--- src/rtl/Bus.sv ---
// Bus: command/response encodings and widths shared by all omnibus fabric agents.
package Bus;

    localparam int ADDR_W = 32;
    localparam int DATA_W = 32;
    localparam int BE_W   = DATA_W / 8;

    // Master command phase encoding.
    typedef enum logic [2:0] {
        IDLE = 3'd0,
        WR   = 3'd1,
        RD   = 3'd2
    } Cmd_t;

    // Slave response encoding; NULL means no response this cycle.
    typedef enum logic [1:0] {
        NULL = 2'd0,
        DVA  = 2'd1,
        FAIL = 2'd2,
        ERR  = 2'd3
    } Resp_t;

endpackage

--- src/rtl/Bus_master_pkg.sv ---
// Bus_master_pkg: FSM state encoding, response status and slave-response mapping
// for bus_master_single.
package Bus_master_pkg;

    // FSM state encoding kept as plain constants for legacy tools.
    typedef logic [1:0] State_t;
    localparam State_t S_IDLE = 2'd0;
    localparam State_t S_CMD  = 2'd1;
    localparam State_t S_RESP = 2'd2;
    localparam State_t S_DONE = 2'd3;

    typedef enum logic [1:0] {
        OK      = 2'd0,
        FAIL    = 2'd1,
        ERR     = 2'd2,
        TIMEOUT = 2'd3
    } Status_t;

    // Map a non-NULL slave response to the status reported to the requester.
    function automatic Status_t resp_to_status(input Bus::Resp_t resp);
        Status_t status;
        case (resp)
            Bus::DVA:  status = OK;
            Bus::FAIL: status = FAIL;
            Bus::ERR:  status = ERR;
            default:   status = OK;
        endcase
        return status;
    endfunction

endpackage

--- src/rtl/Bus_if.sv ---
// Bus_if: omnibus point-to-point link between one master and one slave.
interface Bus_if;

    Bus::Cmd_t               MCmd;
    logic [Bus::ADDR_W-1:0]  MAddr;
    logic [Bus::DATA_W-1:0]  MData;
    logic [Bus::BE_W-1:0]    MByteEn;
    logic                    SCmdAccept;
    logic [Bus::DATA_W-1:0]  SData;
    Bus::Resp_t              SResp;

    modport master (
        output MCmd, MAddr, MData, MByteEn,
        input  SCmdAccept, SData, SResp
    );

    modport slave (
        input  MCmd, MAddr, MData, MByteEn,
        output SCmdAccept, SData, SResp
    );

endinterface

--- src/rtl/bus_master_watchdog.sv ---
// bus_master_watchdog: 16-bit saturating cycle counter that flags a transaction
// which has spent TIMEOUT_CYCLES cycles waiting on the slave.
module bus_master_watchdog #(
    parameter int unsigned TIMEOUT_CYCLES = 32'd256
) (
    input  logic clk,
    input  logic reset,
    input  logic clear_i,
    input  logic enable_i,
    output logic expire_o
);

    localparam logic [15:0] LIMIT = 16'(TIMEOUT_CYCLES - 32'd1);

    logic [15:0] cnt_q;
    logic [15:0] cnt_d;

    // Next count: clear on transaction start, else count wait cycles up to saturation.
    always_comb begin
        cnt_d = cnt_q;
        if (clear_i) begin
            cnt_d = 16'd0;
        end else if (enable_i && (cnt_q != 16'hFFFF)) begin
            cnt_d = cnt_q + 16'd1;
        end else begin
            cnt_d = cnt_q;
        end
    end

    // Counter register.
    always_ff @(posedge clk or posedge reset) begin
        if (reset) begin
            cnt_q <= 16'd0;
        end else begin
            cnt_q <= cnt_d;
        end
    end

    // Expiry is only meaningful while the master is waiting on the slave.
    assign expire_o = enable_i && (cnt_q == LIMIT);

endmodule

--- src/rtl/bus_master_single.sv ---
// bus_master_single: single-outstanding omnibus initiator. Latches one request,
// issues it on the bus one cycle later, waits for the slave response and returns
// it as a one-cycle registered pulse.
// Optional watchdog: define BUS_MASTER_TIMEOUT_EN to abort hung transactions with
// status TIMEOUT after TIMEOUT_CYCLES cycles in CMD+RESP.
module bus_master_single
    import Bus_master_pkg::*;
#(
    parameter int unsigned TIMEOUT_CYCLES = 32'd256
) (
    input  logic                   clk,
    input  logic                   reset,
    input  logic                   req_valid,
    output logic                   req_ready,
    input  logic                   req_write,
    input  logic [Bus::ADDR_W-1:0] req_addr,
    input  logic [Bus::DATA_W-1:0] req_wdata,
    input  logic [Bus::BE_W-1:0]   req_byteen,
    output logic                   rsp_valid,
    output logic [Bus::DATA_W-1:0] rsp_rdata,
    output Status_t                rsp_status,
    Bus_if.master                  bus
);

    State_t                 state_q,      state_d;
    logic                   write_q,      write_d;
    Bus::Cmd_t              mcmd_q,       mcmd_d;
    logic [Bus::ADDR_W-1:0] maddr_q,      maddr_d;
    logic [Bus::DATA_W-1:0] mdata_q,      mdata_d;
    logic [Bus::BE_W-1:0]   mbyteen_q,    mbyteen_d;
    logic                   rsp_valid_q,  rsp_valid_d;
    logic [Bus::DATA_W-1:0] rsp_rdata_q,  rsp_rdata_d;
    Status_t                rsp_status_q, rsp_status_d;
    logic                   wd_expire_s;
    logic                   resp_seen_s;

`ifdef BUS_MASTER_TIMEOUT_EN
    logic wd_clear_s;
    logic wd_enable_s;

    assign wd_clear_s  = (state_q == S_IDLE) && req_valid;
    assign wd_enable_s = (state_q == S_CMD) || (state_q == S_RESP);

    bus_master_watchdog #(
        .TIMEOUT_CYCLES (TIMEOUT_CYCLES)
    ) u_watchdog (
        .clk      (clk),
        .reset    (reset),
        .clear_i  (wd_clear_s),
        .enable_i (wd_enable_s),
        .expire_o (wd_expire_s)
    );
`else
    logic unused_timeout_s;

    assign unused_timeout_s = ^TIMEOUT_CYCLES;
    assign wd_expire_s      = 1'b0;
`endif

    assign resp_seen_s = (bus.SResp != Bus::NULL);

    // Next-state, bus command and response capture; completion beats timeout.
    always_comb begin
        state_d      = state_q;
        write_d      = write_q;
        mcmd_d       = mcmd_q;
        maddr_d      = maddr_q;
        mdata_d      = mdata_q;
        mbyteen_d    = mbyteen_q;
        rsp_valid_d  = 1'b0;
        rsp_rdata_d  = '0;
        rsp_status_d = OK;
        case (state_q)
            S_IDLE: begin
                if (req_valid) begin
                    state_d   = S_CMD;
                    write_d   = req_write;
                    mcmd_d    = req_write ? Bus::WR : Bus::RD;
                    maddr_d   = req_addr;
                    mdata_d   = req_write ? req_wdata : '0;
                    mbyteen_d = req_byteen;
                end else begin
                    state_d = S_IDLE;
                end
            end
            S_CMD, S_RESP: begin
                if ((state_q == S_CMD) && !bus.SCmdAccept) begin
                    if (wd_expire_s) begin
                        state_d      = S_DONE;
                        rsp_valid_d  = 1'b1;
                        rsp_status_d = TIMEOUT;
                    end else begin
                        state_d = S_CMD;
                    end
                end else if (resp_seen_s) begin
                    state_d      = S_DONE;
                    rsp_valid_d  = 1'b1;
                    rsp_status_d = resp_to_status(bus.SResp);
                    rsp_rdata_d  = (!write_q && (bus.SResp == Bus::DVA)) ? bus.SData : '0;
                end else if (wd_expire_s) begin
                    state_d      = S_DONE;
                    rsp_valid_d  = 1'b1;
                    rsp_status_d = TIMEOUT;
                end else begin
                    state_d = S_RESP;
                end
                // The command phase ends on accept or abort; keep it otherwise.
                if (state_d != S_CMD) begin
                    mcmd_d    = Bus::IDLE;
                    maddr_d   = '0;
                    mdata_d   = '0;
                    mbyteen_d = '0;
                end else begin
                    mcmd_d = mcmd_q;
                end
            end
            S_DONE: begin
                state_d = S_IDLE;
            end
            default: begin
                state_d   = S_IDLE;
                mcmd_d    = Bus::IDLE;
                maddr_d   = '0;
                mdata_d   = '0;
                mbyteen_d = '0;
            end
        endcase
    end

    // State, bus command and response registers; reset drops MCmd immediately.
    always_ff @(posedge clk or posedge reset) begin
        if (reset) begin
            state_q      <= S_IDLE;
            write_q      <= 1'b0;
            mcmd_q       <= Bus::IDLE;
            maddr_q      <= '0;
            mdata_q      <= '0;
            mbyteen_q    <= '0;
            rsp_valid_q  <= 1'b0;
            rsp_rdata_q  <= '0;
            rsp_status_q <= OK;
        end else begin
            state_q      <= state_d;
            write_q      <= write_d;
            mcmd_q       <= mcmd_d;
            maddr_q      <= maddr_d;
            mdata_q      <= mdata_d;
            mbyteen_q    <= mbyteen_d;
            rsp_valid_q  <= rsp_valid_d;
            rsp_rdata_q  <= rsp_rdata_d;
            rsp_status_q <= rsp_status_d;
        end
    end

    assign req_ready   = (state_q == S_IDLE);
    assign rsp_valid   = rsp_valid_q;
    assign rsp_rdata   = rsp_rdata_q;
    assign rsp_status  = rsp_status_q;
    assign bus.MCmd    = mcmd_q;
    assign bus.MAddr   = maddr_q;
    assign bus.MData   = mdata_q;
    assign bus.MByteEn = mbyteen_q;

endmodule
--- src/flat_wrapper.sv ---
// flat-port wrapper written by rule: the top's interface ports become plain ports
module bus_master_single_flat import Bus_master_pkg::*;
#(
    parameter int unsigned TIMEOUT_CYCLES = 32'd256
)
  (clk, reset, req_valid, req_ready, req_write, req_addr, req_wdata, req_byteen, rsp_valid, rsp_rdata, rsp_status, bus_MCmd, bus_MAddr, bus_MData, bus_MByteEn, bus_SCmdAccept, bus_SData, bus_SResp);
  Bus_if bus_i ();
  input  logic clk;
  input  logic reset;
  input  logic req_valid;
  output logic req_ready;
  input  logic req_write;
  input  logic [Bus::ADDR_W-1:0] req_addr;
  input  logic [Bus::DATA_W-1:0] req_wdata;
  input  logic [Bus::BE_W-1:0] req_byteen;
  output logic rsp_valid;
  output logic [Bus::DATA_W-1:0] rsp_rdata;
  output Status_t rsp_status;
  output wire logic [$bits(bus_i.MCmd)-1:0] bus_MCmd;
  output wire logic [$bits(bus_i.MAddr)-1:0] bus_MAddr;
  output wire logic [$bits(bus_i.MData)-1:0] bus_MData;
  output wire logic [$bits(bus_i.MByteEn)-1:0] bus_MByteEn;
  input wire logic [$bits(bus_i.SCmdAccept)-1:0] bus_SCmdAccept;
  input wire logic [$bits(bus_i.SData)-1:0] bus_SData;
  input wire logic [$bits(bus_i.SResp)-1:0] bus_SResp;
  assign bus_MCmd = bus_i.MCmd;
  assign bus_MAddr = bus_i.MAddr;
  assign bus_MData = bus_i.MData;
  assign bus_MByteEn = bus_i.MByteEn;
  assign bus_i.SCmdAccept = bus_SCmdAccept;
  assign bus_i.SData = bus_SData;
  assign bus_i.SResp = bus_SResp;
  bus_master_single #(.TIMEOUT_CYCLES(TIMEOUT_CYCLES)) u_core (.clk(clk), .reset(reset), .req_valid(req_valid), .req_ready(req_ready), .req_write(req_write), .req_addr(req_addr), .req_wdata(req_wdata), .req_byteen(req_byteen), .rsp_valid(rsp_valid), .rsp_rdata(rsp_rdata), .rsp_status(rsp_status), .bus(bus_i));
endmodule
--- config.mk ---
export PLATFORM = sky130hd
export DESIGN_NAME = bus_master_single_flat
export DESIGN_NICKNAME = d
export VERILOG_FILES = /design/src/rtl/Bus.sv /design/src/rtl/Bus_master_pkg.sv /design/src/rtl/Bus_if.sv /design/src/rtl/bus_master_watchdog.sv /design/src/rtl/bus_master_single.sv /design/src/flat_wrapper.sv
export SDC_FILE = /design/constraint.sdc
export NUM_CORES = 1
export LEC_CHECK = 0
export CAP_MARGIN = 10
export CORE_MARGIN = 1.5
export CORE_UTILIZATION = 35
export DETAILED_ROUTE_END_ITERATION = 16
export PLACE_DENSITY = 0.82
export SLEW_MARGIN = 10
export SYNTH_ARGS = -nofsm -noshare
export SYNTH_HDL_FRONTEND = slang
export SYNTH_SLANG_ARGS = --single-unit
--- constraint.sdc ---
create_clock -name clk -period 3.7 [get_ports clk]
set_input_delay 0.74 -clock clk [delete_from_list [all_inputs] [get_ports clk]]
set_output_delay 0.74 -clock clk [all_outputs]
set_load 0.1 [all_outputs]
==> load_flow_metrics.sql, run 1 <==
INSERT INTO impl_metrics (metric_group, metric, value, unit) VALUES
('global_route', 'gr-usage-all-layers', '17.0', '%'),
('final_layout', 'area_of_combinational_cells_with_multiple_inputs', '966', 'um^2'),
('global_route', 'number_of_antenna_violations_at_the_first_check_in_global_routing', '0', ''),
('critical_path', 'cp_data_arrival_time', '1900', 'ps'),
('drt', 'post_route_wl', '9800', 'um'),
('synthesis', 'muxShareOfSynthArea', '0.261', '%'),
('critical_path', 'timing.reg2reg.worst_path_depth', '6', ''),
('drt', 'drt_iter0_markers', '178', ''),
('global_route', 'grt_most_used_layer', 'met2', ''),
('clock_tree', 'h-tree-depth', '3', ''),
('drt', 'count_of_nets_left_with_antenna_violations_after_detail_routing', '0', ''),
('floorplan', 'row_count', '38', ''),
('critical_path', 'top_family_by_delay_on_critical_path', 'buffers and inverters', ''),
('timing', 'transition_time_at_the_pin_with_the_least_slew_margin', '1020', 'ps'),
('timing', 'hold_viol_final', '0', ''),
('clock_tree', 'cts_post_setup_buffers_inserted', '0', ''),
('timing', 'final_max_slew_viol_count', '0', ''),
('final_layout', 'seqCellArea', '2700', 'um^2'),
('final_layout', 'drive_gt1_share', '5.13', '%'),
('clock_tree', 'cts-buffers-inserted', '9', ''),
('critical_path', 'path_buf_inv', '1', ''),
('global_route', 'met2_track_demand_over_resource_in_global_routing', '28.6', '%'),
('critical_path', 'critPathCaptureType', 'output pin', ''),
('flow_run', 'max_cap_violations', '0', ''),
('critical_path', 'rrSetupSlack', '1560', 'ps'),
('floorplan', 'floorplan.die_area', '11600', 'um^2'),
('placement', 'portBuffers', '212', ''),
('timing', 'final.period_utilization', '71.5', '%'),
('critical_path', 'setup.worst_path.class', 'reg2out', ''),
('global_route', 'grt_start_max_net_pins', '66', ''),
('critical_path', 'timing.critical_path.cells', 'clkdlybuf4s50_1', ''),
('timing', 'fin_setup_tns', '0', 'ps'),
('clock_tree', 'latest_clock_arrival_within_the_worst_skew_pair', '360', 'ps'),
('critical_path', 'r2r-end', 'u_core.bus.MData[25]$_DFFE_PP0P_', ''),
('synthesis', 'synth_top_cell_area_share', '70.5', '%'),
('global_route', 'grt_overflow', '0', ''),
('clock_tree', 'clock_tree.root_cell', 'clkbuf_8', ''),
('placement', 'dp_hpwl', '7210', 'um'),
('critical_path', 'path_max_fanout', '2', ''),
('final_layout', 'fillCellCount', '905', ''),
('final_layout', 'num_antenna_cells', '0', ''),
('final_layout', 'nets', '572', ''),
('worst_hold_path', 'hold_ep', 'u_core.bus.MCmd[0]$_DFFE_PP0P_', ''),
('global_route', 'grt_first_pass_wirelength', '15100', 'um'),
('timing', 'fmaxAchievable', '378', 'MHz'),
('timing', 'report.final.setup_viol', '0', ''),
('drt', 'avgRoutedWirePerCell', '16.1', 'um'),
('critical_path', 'crit_path_start_kind', 'flop', ''),
('synthesis', 'synth_top_area_cell', 'dfrtp_1', ''),
('drt', 'post_drt_via_cell_ratio', '4.73', ''),
('final_layout', 'area_growth', '62.1', '%'),
('synthesis', 'synth-warning-count', '0', ''),
('floorplan', 'floorplan.core_area', '10700', 'um^2'),
('floorplan', 'start_util', '35.7', '%'),
('global_route', 'grt_use_met3', '5.21', '%'),
('synthesis', 'mappedNetlistArea', '3830', 'um^2'),
('synthesis', 'synthAdderAreaFrac', '0.653', '%'),
('synthesis', 'synthesized_flop_and_latch_total', '108', ''),
('outcome', 'run_status', 'complete, no violations', ''),
('critical_path', 'timing.critical_path.slowest_stage_cell', 'clkdlybuf4s50_1', ''),
('synthesis', 'synth_xor_area_share', '0', '%'),
('drt', 'remaining_drc_errors', '0', ''),
('global_route', 'grt_use_met1', '20.5', '%'),
('drt', 'route.vias.total', '2874', ''),
('critical_path', 'cp_data_required_time', '2960', 'ps'),
('floorplan', 'boundaryPins', '214', ''),
('synthesis', 'netlist_top_cells_area', 'dfrtp_1 71%, a22o_1 16%, and2_1 5.4%, buf_6 2.4%, buf_2 0.78%', ''),
('synthesis', 'synth-seq-area-share', '70.5', '%'),
('worst_hold_path', 'hold-path-cell-count', '1', ''),
('clock_tree', 'tritoncts', 'done', ''),
('synthesis', 'synth_top_family_by_area', 'compound AO/OA/AOI/OAI gates', '');
## area by class of cell
cell class	instances	share of cell area, %
Inverter	5	0.342
Tap cell	140	2.82
Sequential cell	108	43.5
Clock inverter	5	0.705
Multi-Input combinational cell	123	15.5
Clock buffer	11	2.28
Timing Repair Buffer	216	34.8
## metrics by stage
stage / hold WS [ps] / cells / instance area [um^2] / setup slack [ps] / utilization, %
4_1_cts: 500 / 608 / 6210 / 1020 / 57.8
3_5_place_dp: 468 / 592 / 6030 / 1190 / 56.1
5_1_grt: 515 / 608 / 6210 / 997 / 57.8
6_report: 496 / 608 / 6210 / 1060 / 57.8
3_3_place_gp: 457 / 592 / 6030 / 1240 / 56.1
2_1_floorplan: 451 / 255 / 3830 / 114 / -
## cells in the mapped netlist (all sizes together)
cell type and n:
a21o 2, and3 1, nor3 1, mux2i 1, and2 33, inv 5
conb 1, buf 16, nand2 3, o311ai 1, and4 1, o21ai 1
o21a 1, clkbuf 3, dfrtp 108, nand2b 1, ha 2, a22o 69
nor2b 1, nor2 3, nand3 1
## layout by cell type (no fill, tap or decap), drive strengths merged
| master | instances |
|---|---|
| nor2 | 3 |
| nand2b | 1 |
| clkdlybuf4s50 | 211 |
| nor2b | 1 |
| nor3 | 1 |
| dfrtp | 108 |
| nand3 | 1 |
| inv | 7 |
| o311ai | 1 |
| nand2 | 3 |
| and2 | 33 |
| conb | 1 |
| and4 | 1 |
| a22o | 69 |
| a21o | 2 |
| o21ai | 1 |
| clkbuf | 11 |
| buf | 5 |
| o21a | 1 |
| mux2i | 1 |
| and3 | 1 |
| ha | 2 |
| clkinv | 3 |
## routing by layer
metal,share of wire [%],wire length (um)
met3,8.8,863
met4,1.4,133
met1,40,3950
met2,49,4850
met5,0,0
## flip-flops by register name (all words and copies together) (netlist names)
register	cells
u_core.bus.MAddr	32
u_core.bus.MByteEn	4
u_core.bus.MCmd	2
u_core.bus.MData	32
u_core.rsp_rdata	32
u_core.rsp_status	2
u_core.rsp_valid	1
u_core.state_q	2
u_core.write_q	1
## cells by family after synthesis
group	Yosys count
simple gates	45
mux	1
flops	108
other cells	1
compound gates	74
fa+ha+maj	2
buf+inv	24
## worst max path at each step
stage | cells past startpoint | slack (ps) | endpoint | startpoint
finish | 1 | 1060 | bus_MAddr[2] | u_core.bus.MAddr[2]$_DFFE_PP0P_
global route | 1 | 1000 | bus_MAddr[2] | u_core.bus.MAddr[2]$_DFFE_PP0P_
CTS | 1 | 1020 | bus_MAddr[2] | u_core.bus.MAddr[2]$_DFFE_PP0P_
detailed placement | 5 | 1190 | u_core.bus.MData[25]$_DFFE_PP0P_ | bus_SCmdAccept
global placement | 5 | 1240 | u_core.bus.MData[25]$_DFFE_PP0P_ | bus_SCmdAccept
floorplan | 1 | 110 | u_core.bus.MAddr[0]$_DFFE_PP0P_ | reset
Power of run 1 is left out: the tool's default activity adds up to more than one toggle a clock period on the data nets, which glitch-free logic cannot reach.
==> run 2: changes to the inputs <==
- clock period: 3.7 -> 2.4 ns (I/O delays scaled with it)
==> run 2 against run 1 <==
  * Worst hold slack worse by 12 ps
  * Core utilization shrank 2.4 points
  * Non-clock buffer count rose by 2
  * Global-route usage is 0.46 points lower
  * Register-to-register slack got worse by 1200 ps
  * Critical path depth grew 5
  * Final area decreased by 4.1%
  * Via count is essentially flat
  * Largest cell class unchanged
  * Highest routed layer unchanged
==> load_flow_metrics.sql, run 2 (synthesis gave the netlist of run 1 again) <==
INSERT INTO impl_metrics (metric_group, metric, value, unit) VALUES
('outcome', 'run_status', 'complete, no violations', ''),
('final_layout', 'nets', '574', ''),
('critical_path', 'rrSetupSlack', '410', 'ps'),
('final_layout', 'num_antenna_cells', '0', ''),
('critical_path', 'path_max_fanout', '44', ''),
('critical_path', 'cp_data_required_time', '2640', 'ps'),
('drt', 'remaining_drc_errors', '0', ''),
('critical_path', 'crit_path_start_kind', 'flop', ''),
('placement', 'gp_congestion', '0.722', ''),
('placement', 'portBuffers', '212', ''),
('final_layout', 'fillCellCount', '932', ''),
('drt', 'post_drt_via_cell_ratio', '4.71', ''),
('clock_tree', 'clock_tree.root_cell', 'clkbuf_8', ''),
('critical_path', 'setup.worst_path.class', 'reg2reg', ''),
('clock_tree', 'tritoncts', 'done', ''),
('final_layout', 'area_of_combinational_cells_with_multiple_inputs', '966', 'um^2'),
('clock_tree', 'h-tree-depth', '3', ''),
('critical_path', 'timing.critical_path.slowest_cell_delay', '480', 'ps'),
('timing', 'slew_headroom', '49.1', '%'),
('clock_tree', 'clk_pin_slew', '90', 'ps'),
('global_route', 'grt_start_max_net_pins', '56', ''),
('drt', 'drt_iter0_markers', '149', ''),
('drt', 'detail_route.first_pass.iterations', '4', ''),
('clock_tree', 'cts_num_sinks', '108', ''),
('clock_tree', 'cts_post_setup_buffers_inserted', '0', ''),
('clock_tree', 'cts-buffers-inserted', '9', ''),
('global_route', 'grt_pass1_vias', '2942', ''),
('floorplan', 'start_util', '35.7', '%'),
('critical_path', 'path_buf_inv', '2', ''),
('clock_tree', 'postCtsResizedCells', '0', ''),
('floorplan', 'row_count', '38', ''),
('critical_path', 'cp_data_arrival_time', '2230', 'ps'),
('drt', 'avgRoutedWirePerCell', '15.6', 'um'),
('worst_hold_path', 'holdCritPathClass', 'reg2reg', ''),
('final_layout', 'layout.cells.most_common', 'buf_4', ''),
('global_route', 'number_of_antenna_violations_at_the_first_check_in_global_routing', '0', ''),
('floorplan', 'fp.dieW', '108', 'um'),
('floorplan', 'floorplan.die_area', '11600', 'um^2'),
('timing', 'report.final.setup_viol', '0', ''),
('floorplan', 'die_y', '108', 'um'),
('timing', 'fin_setup_tns', '0', 'ps'),
('timing', 'final_max_slew_viol_count', '0', ''),
('critical_path', 'worst_setup_path_startpoint', 'u_core.state_q[0]$_DFF_PP0_', ''),
('timing', 'min_period', '1990', 'ps'),
('clock_tree', 'clockBufferDepth', '2', ''),
('critical_path', 'critPathCaptureType', 'flop', ''),
('critical_path', 'timing.critical_path.slowest_stage_cell', 'ha_1', ''),
('global_route', 'gr-usage-all-layers', '16.5', '%'),
('floorplan', 'floorplan.core_area', '10700', 'um^2'),
('timing', 'transition_time_at_the_pin_with_the_least_slew_margin', '764', 'ps'),
('critical_path', 'top_family_by_delay_on_critical_path', 'compound AO/OA/AOI/OAI gates', ''),
('critical_path', 'timing.critical_path.cells', 'inv_1 -> ha_1 -> mux2i_1 -> a21o_2 -> buf_12 -> a22o_1', ''),
('drt', 'route.vias.total', '2873', ''),
('floorplan', 'boundaryPins', '214', ''),
('final_layout', 'mostFrequentLayoutCells', '111 x buf_4, 108 x dfrtp_1, 106 x clkdlybuf4s50_1', ''),
('timing', 'finalClockSkew', '8.17', 'ps'),
('placement', 'dp_hpwl', '6950', 'um'),
('global_route', 'grt_first_pass_wirelength', '14600', 'um'),
('flow_run', 'max_cap_violations', '0', ''),
('drt', 'count_of_nets_left_with_antenna_violations_after_detail_routing', '0', ''),
('clock_tree', 'holdBufCountCts', '0', ''),
('timing', 'hold_viol_final', '0', ''),
('final_layout', 'area_growth', '55.5', '%'),
('drt', 'post_route_wl', '9530', 'um'),
('global_route', 'grt_overflow', '0', ''),
('worst_hold_path', 'worstHoldStart', 'u_core.bus.MCmd[0]$_DFFE_PP0P_', ''),
('final_layout', 'seqCellArea', '2700', 'um^2'),
('timing', 'unrepaired_setup_endpoints_after_global_routing', 'no', ''),
('critical_path', 'source_of_the_worst_register_to_register_timing_path', 'u_core.state_q[0]$_DFF_PP0_', ''),
('timing', 'final.period_utilization', '83.0', '%'),
('final_layout', 'drive_gt1_share', '27.0', '%'),
('clock_tree', 'latest_clock_arrival_within_the_worst_skew_pair', '360', 'ps'),
('timing', 'fmaxAchievable', '502', 'MHz');
run 2: worst reg2reg max path: stages, from the launching register on:
cell and delay [ps]:
dfrtp_1 350, inv_1 40, ha_1 480, mux2i_1 120, a21o_2 340, buf_12 240, a22o_1 290
run 2: cell type report:
type	instances	share of cell area, %
clock buffer	14	2.39
inverter	5	0.378
multi-input combinational	123	16.2
sequential	108	45.4
tap	140	2.94
clock inverter	2	0.588
timing repair buffer	218	32.1
run 2: routing by layer:
layer / track usage, % / part of all wire, % / up-vias
met4: 7.05 / 2.0 / 0
li1: - / - / 1326
met3: 5.93 / 8.5 / 18
met5: 0 / 0 / -
met2: 27.3 / 49 / 132
met1: 19.5 / 41 / 1397
run 2: final timing paths:
kind	end	depth (start not counted)
setup reg to reg	u_core.bus.MData[16]$_DFFE_PP0P_	6
hold / removal	u_core.bus.MCmd[0]$_DFFE_PP0P_	1
max in group asynchronous	u_core.bus.MAddr[28]$_DFFE_PP0P_	3
setup / recovery	u_core.bus.MData[16]$_DFFE_PP0P_	6
min in group asynchronous	u_core.rsp_rdata[26]$_DFF_PP0_	3
hold reg to reg	u_core.bus.MCmd[0]$_DFFE_PP0P_	1
run 2: stage by stage:
step	instance area, um^2	utilization, %	hold slack, ps	setup WS [ps]	instances
2_1_floorplan	3840	-	451	114	255
3_3_place_gp	5780	53.8	463	269	594
3_5_place_dp	5780	53.8	467	217	594
4_1_cts	5960	55.4	486	402	610
5_1_grt	5960	55.4	527	228	610
6_report	5960	55.4	483	409	610
Power of run 2 is left out for the same reason.
==> run 3: changes to the inputs <==
- CORE_UTILIZATION: 35 -> 38
- PLACE_DENSITY: 0.82 -> 0.84
- clock period: 2.4 -> 2 ns (I/O delays scaled with it)
==> run 3 against run 2 <==
  * Largest cell class unchanged
  * Critical path depth did not move
  * Sequential share of layout area fell by 0.48 points
  * Critical endpoint is now u_core.bus.MData[12]$_DFFE_PP0P_
  * Routed wire length rose by 2.9%
  * Count of clock-buffer cells in the layout fell by 1
  * Die area fell by 7.7%
==> load_flow_metrics.sql, run 3 (synthesis gave the netlist of run 1 again) <==
INSERT INTO impl_metrics (metric_group, metric, value, unit) VALUES
('final_layout', 'drive_gt1_share', '28.2', '%'),
('critical_path', 'cp_data_arrival_time', '2040', 'ps'),
('timing', 'unrepaired_setup_endpoints_after_global_routing', 'no', ''),
('critical_path', 'rrSetupSlack', '200', 'ps'),
('critical_path', 'crit_path_start_kind', 'flop', ''),
('final_layout', 'area_growth', '57.1', '%'),
('drt', 'remaining_drc_errors', '0', ''),
('drt', 'avgRoutedWirePerCell', '16.2', 'um'),
('timing', 'hold_viol_final', '0', ''),
('drt', 'drt_iter0_markers', '68', ''),
('drt', 'count_of_nets_left_with_antenna_violations_after_detail_routing', '0', ''),
('critical_path', 'critPathCaptureType', 'flop', ''),
('timing', 'fmaxAchievable', '555', 'MHz'),
('outcome', 'run_status', 'complete, no violations', ''),
('clock_tree', 'cts-buffers-inserted', '9', ''),
('final_layout', 'num_antenna_cells', '0', ''),
('floorplan', 'row_count', '36', ''),
('global_route', 'grt_pass1_vias', '2960', ''),
('critical_path', 'timing.reg2reg.worst_path_depth', '6', ''),
('final_layout', 'nets', '576', ''),
('floorplan', 'start_util', '39.2', '%'),
('floorplan', 'floorplan.die_area', '10700', 'um^2'),
('global_route', 'number_of_antenna_violations_at_the_first_check_in_global_routing', '0', ''),
('clock_tree', 'cts_num_sinks', '108', ''),
('clock_tree', 'latest_clock_arrival_within_the_worst_skew_pair', '360', 'ps'),
('drt', 'post_route_wl', '9810', 'um'),
('global_route', 'grt_start_max_net_pins', '71', ''),
('clock_tree', 'tritoncts', 'done', ''),
('timing', 'report.final.setup_viol', '0', ''),
('drt', 'route.vias.total', '2872', ''),
('timing', 'finalClockSkew', '7.48', 'ps'),
('final_layout', 'mostFrequentLayoutCells', '108 x buf_4, 108 x dfrtp_1, 106 x clkdlybuf4s50_1', ''),
('clock_tree', 'clock_tree.root_cell', 'clkbuf_8', ''),
('clock_tree', 'clockBufferDepth', '2', ''),
('critical_path', 'setup.worst_path.class', 'reg2reg', ''),
('clock_tree', 'clk_pin_slew', '100', 'ps'),
('floorplan', 'fp.dieW', '103', 'um'),
('floorplan', 'boundaryPins', '214', ''),
('timing', 'hold_slack', '489', 'ps'),
('placement', 'portBuffers', '212', ''),
('global_route', 'gr-usage-all-layers', '18.4', '%'),
('flow_run', 'max_cap_violations', '0', ''),
('floorplan', 'die_y', '103', 'um'),
('clock_tree', 'h-tree-depth', '3', ''),
('drt', 'post_drt_via_cell_ratio', '4.75', ''),
('global_route', 'grt_first_pass_wirelength', '14700', 'um'),
('placement', 'gp_congestion', '0.752', ''),
('timing', 'final.period_utilization', '90.1', '%'),
('global_route', 'grt_overflow', '0', ''),
('drt', 'detail_route.first_pass.iterations', '4', ''),
('final_layout', 'fillCellCount', '769', ''),
('timing', 'final_max_slew_viol_count', '0', ''),
('critical_path', 'cp_data_required_time', '2240', 'ps'),
('timing', 'min_period', '1800', 'ps'),
('placement', 'dp_hpwl', '7280', 'um'),
('worst_hold_path', 'holdCritPathClass', 'in2async', ''),
('critical_path', 'path_max_fanout', '70', ''),
('floorplan', 'floorplan.core_area', '9770', 'um^2');
-- run 3: worst paths after layout --
kind                                                      from                               end
worst max-delay path               u_core.state_q[0]$_DFF_PP0_  u_core.bus.MData[12]$_DFFE_PP0P_
worst min-delay path                                     reset  u_core.bus.MData[13]$_DFFE_PP0P_
worst max register to register     u_core.state_q[0]$_DFF_PP0_  u_core.bus.MData[12]$_DFFE_PP0P_
worst min register to register  u_core.bus.MCmd[0]$_DFFE_PP0P_    u_core.bus.MCmd[0]$_DFFE_PP0P_
max in group asynchronous                                reset   u_core.bus.MAddr[6]$_DFFE_PP0P_
min in group clk                u_core.bus.MCmd[0]$_DFFE_PP0P_    u_core.bus.MCmd[0]$_DFFE_PP0P_
-- run 3: what timing repair did --
item	CTS	global route
gates resized for setup	0	1
endpoints found under the setup margin	0	32
hold buffers	0	0
setup buffers	0	0
-- run 3: final cells by class --
cell class	instances	area (um^2)	share of cell area, %
tap	133	166	2.76
multi-input combinational	123	970	16.1
clock inverter	2	10.0	0.166
timing repair buffer	220	1990	33.1
clock buffer	13	159	2.64
sequential	108	2700	44.9
inverter	5	22.5	0.374
-- run 3: per-layer routing --
metal | GRT usage, % | vias to the layer above | wire, um
li1 | - | 1320 | -
met1 | 19.9 | 1398 | 3700
met2 | 31.9 | 141 | 4970
met3 | 6.72 | 13 | 979
met4 | 8.94 | 0 | 161
met5 | 0 | - | 0
-- run 3: critical path, stage by stage (launching register included) --
cell and delay, ps:
dfrtp_1 370, inv_1 50, ha_2 420, mux2i_1 100
a21o_2 210, buf_12 180, a22o_1 290
-- run 3: per-stage QoR --
step	setup TNS, ps	std cells	setup slack [ps]	utilization [%]	cell area, um^2
6_report	0	604	197	61.6	6020
3_5_place_dp	-2200	589	-92.9	59.9	5850
2_1_floorplan	0	255	117	-	3840
5_1_grt	0	604	79.2	61.6	6020
3_3_place_gp	-886	589	-34.7	59.9	5850
4_1_cts	0	604	109	61.6	6020
Power of run 3 is left out for the same reason.
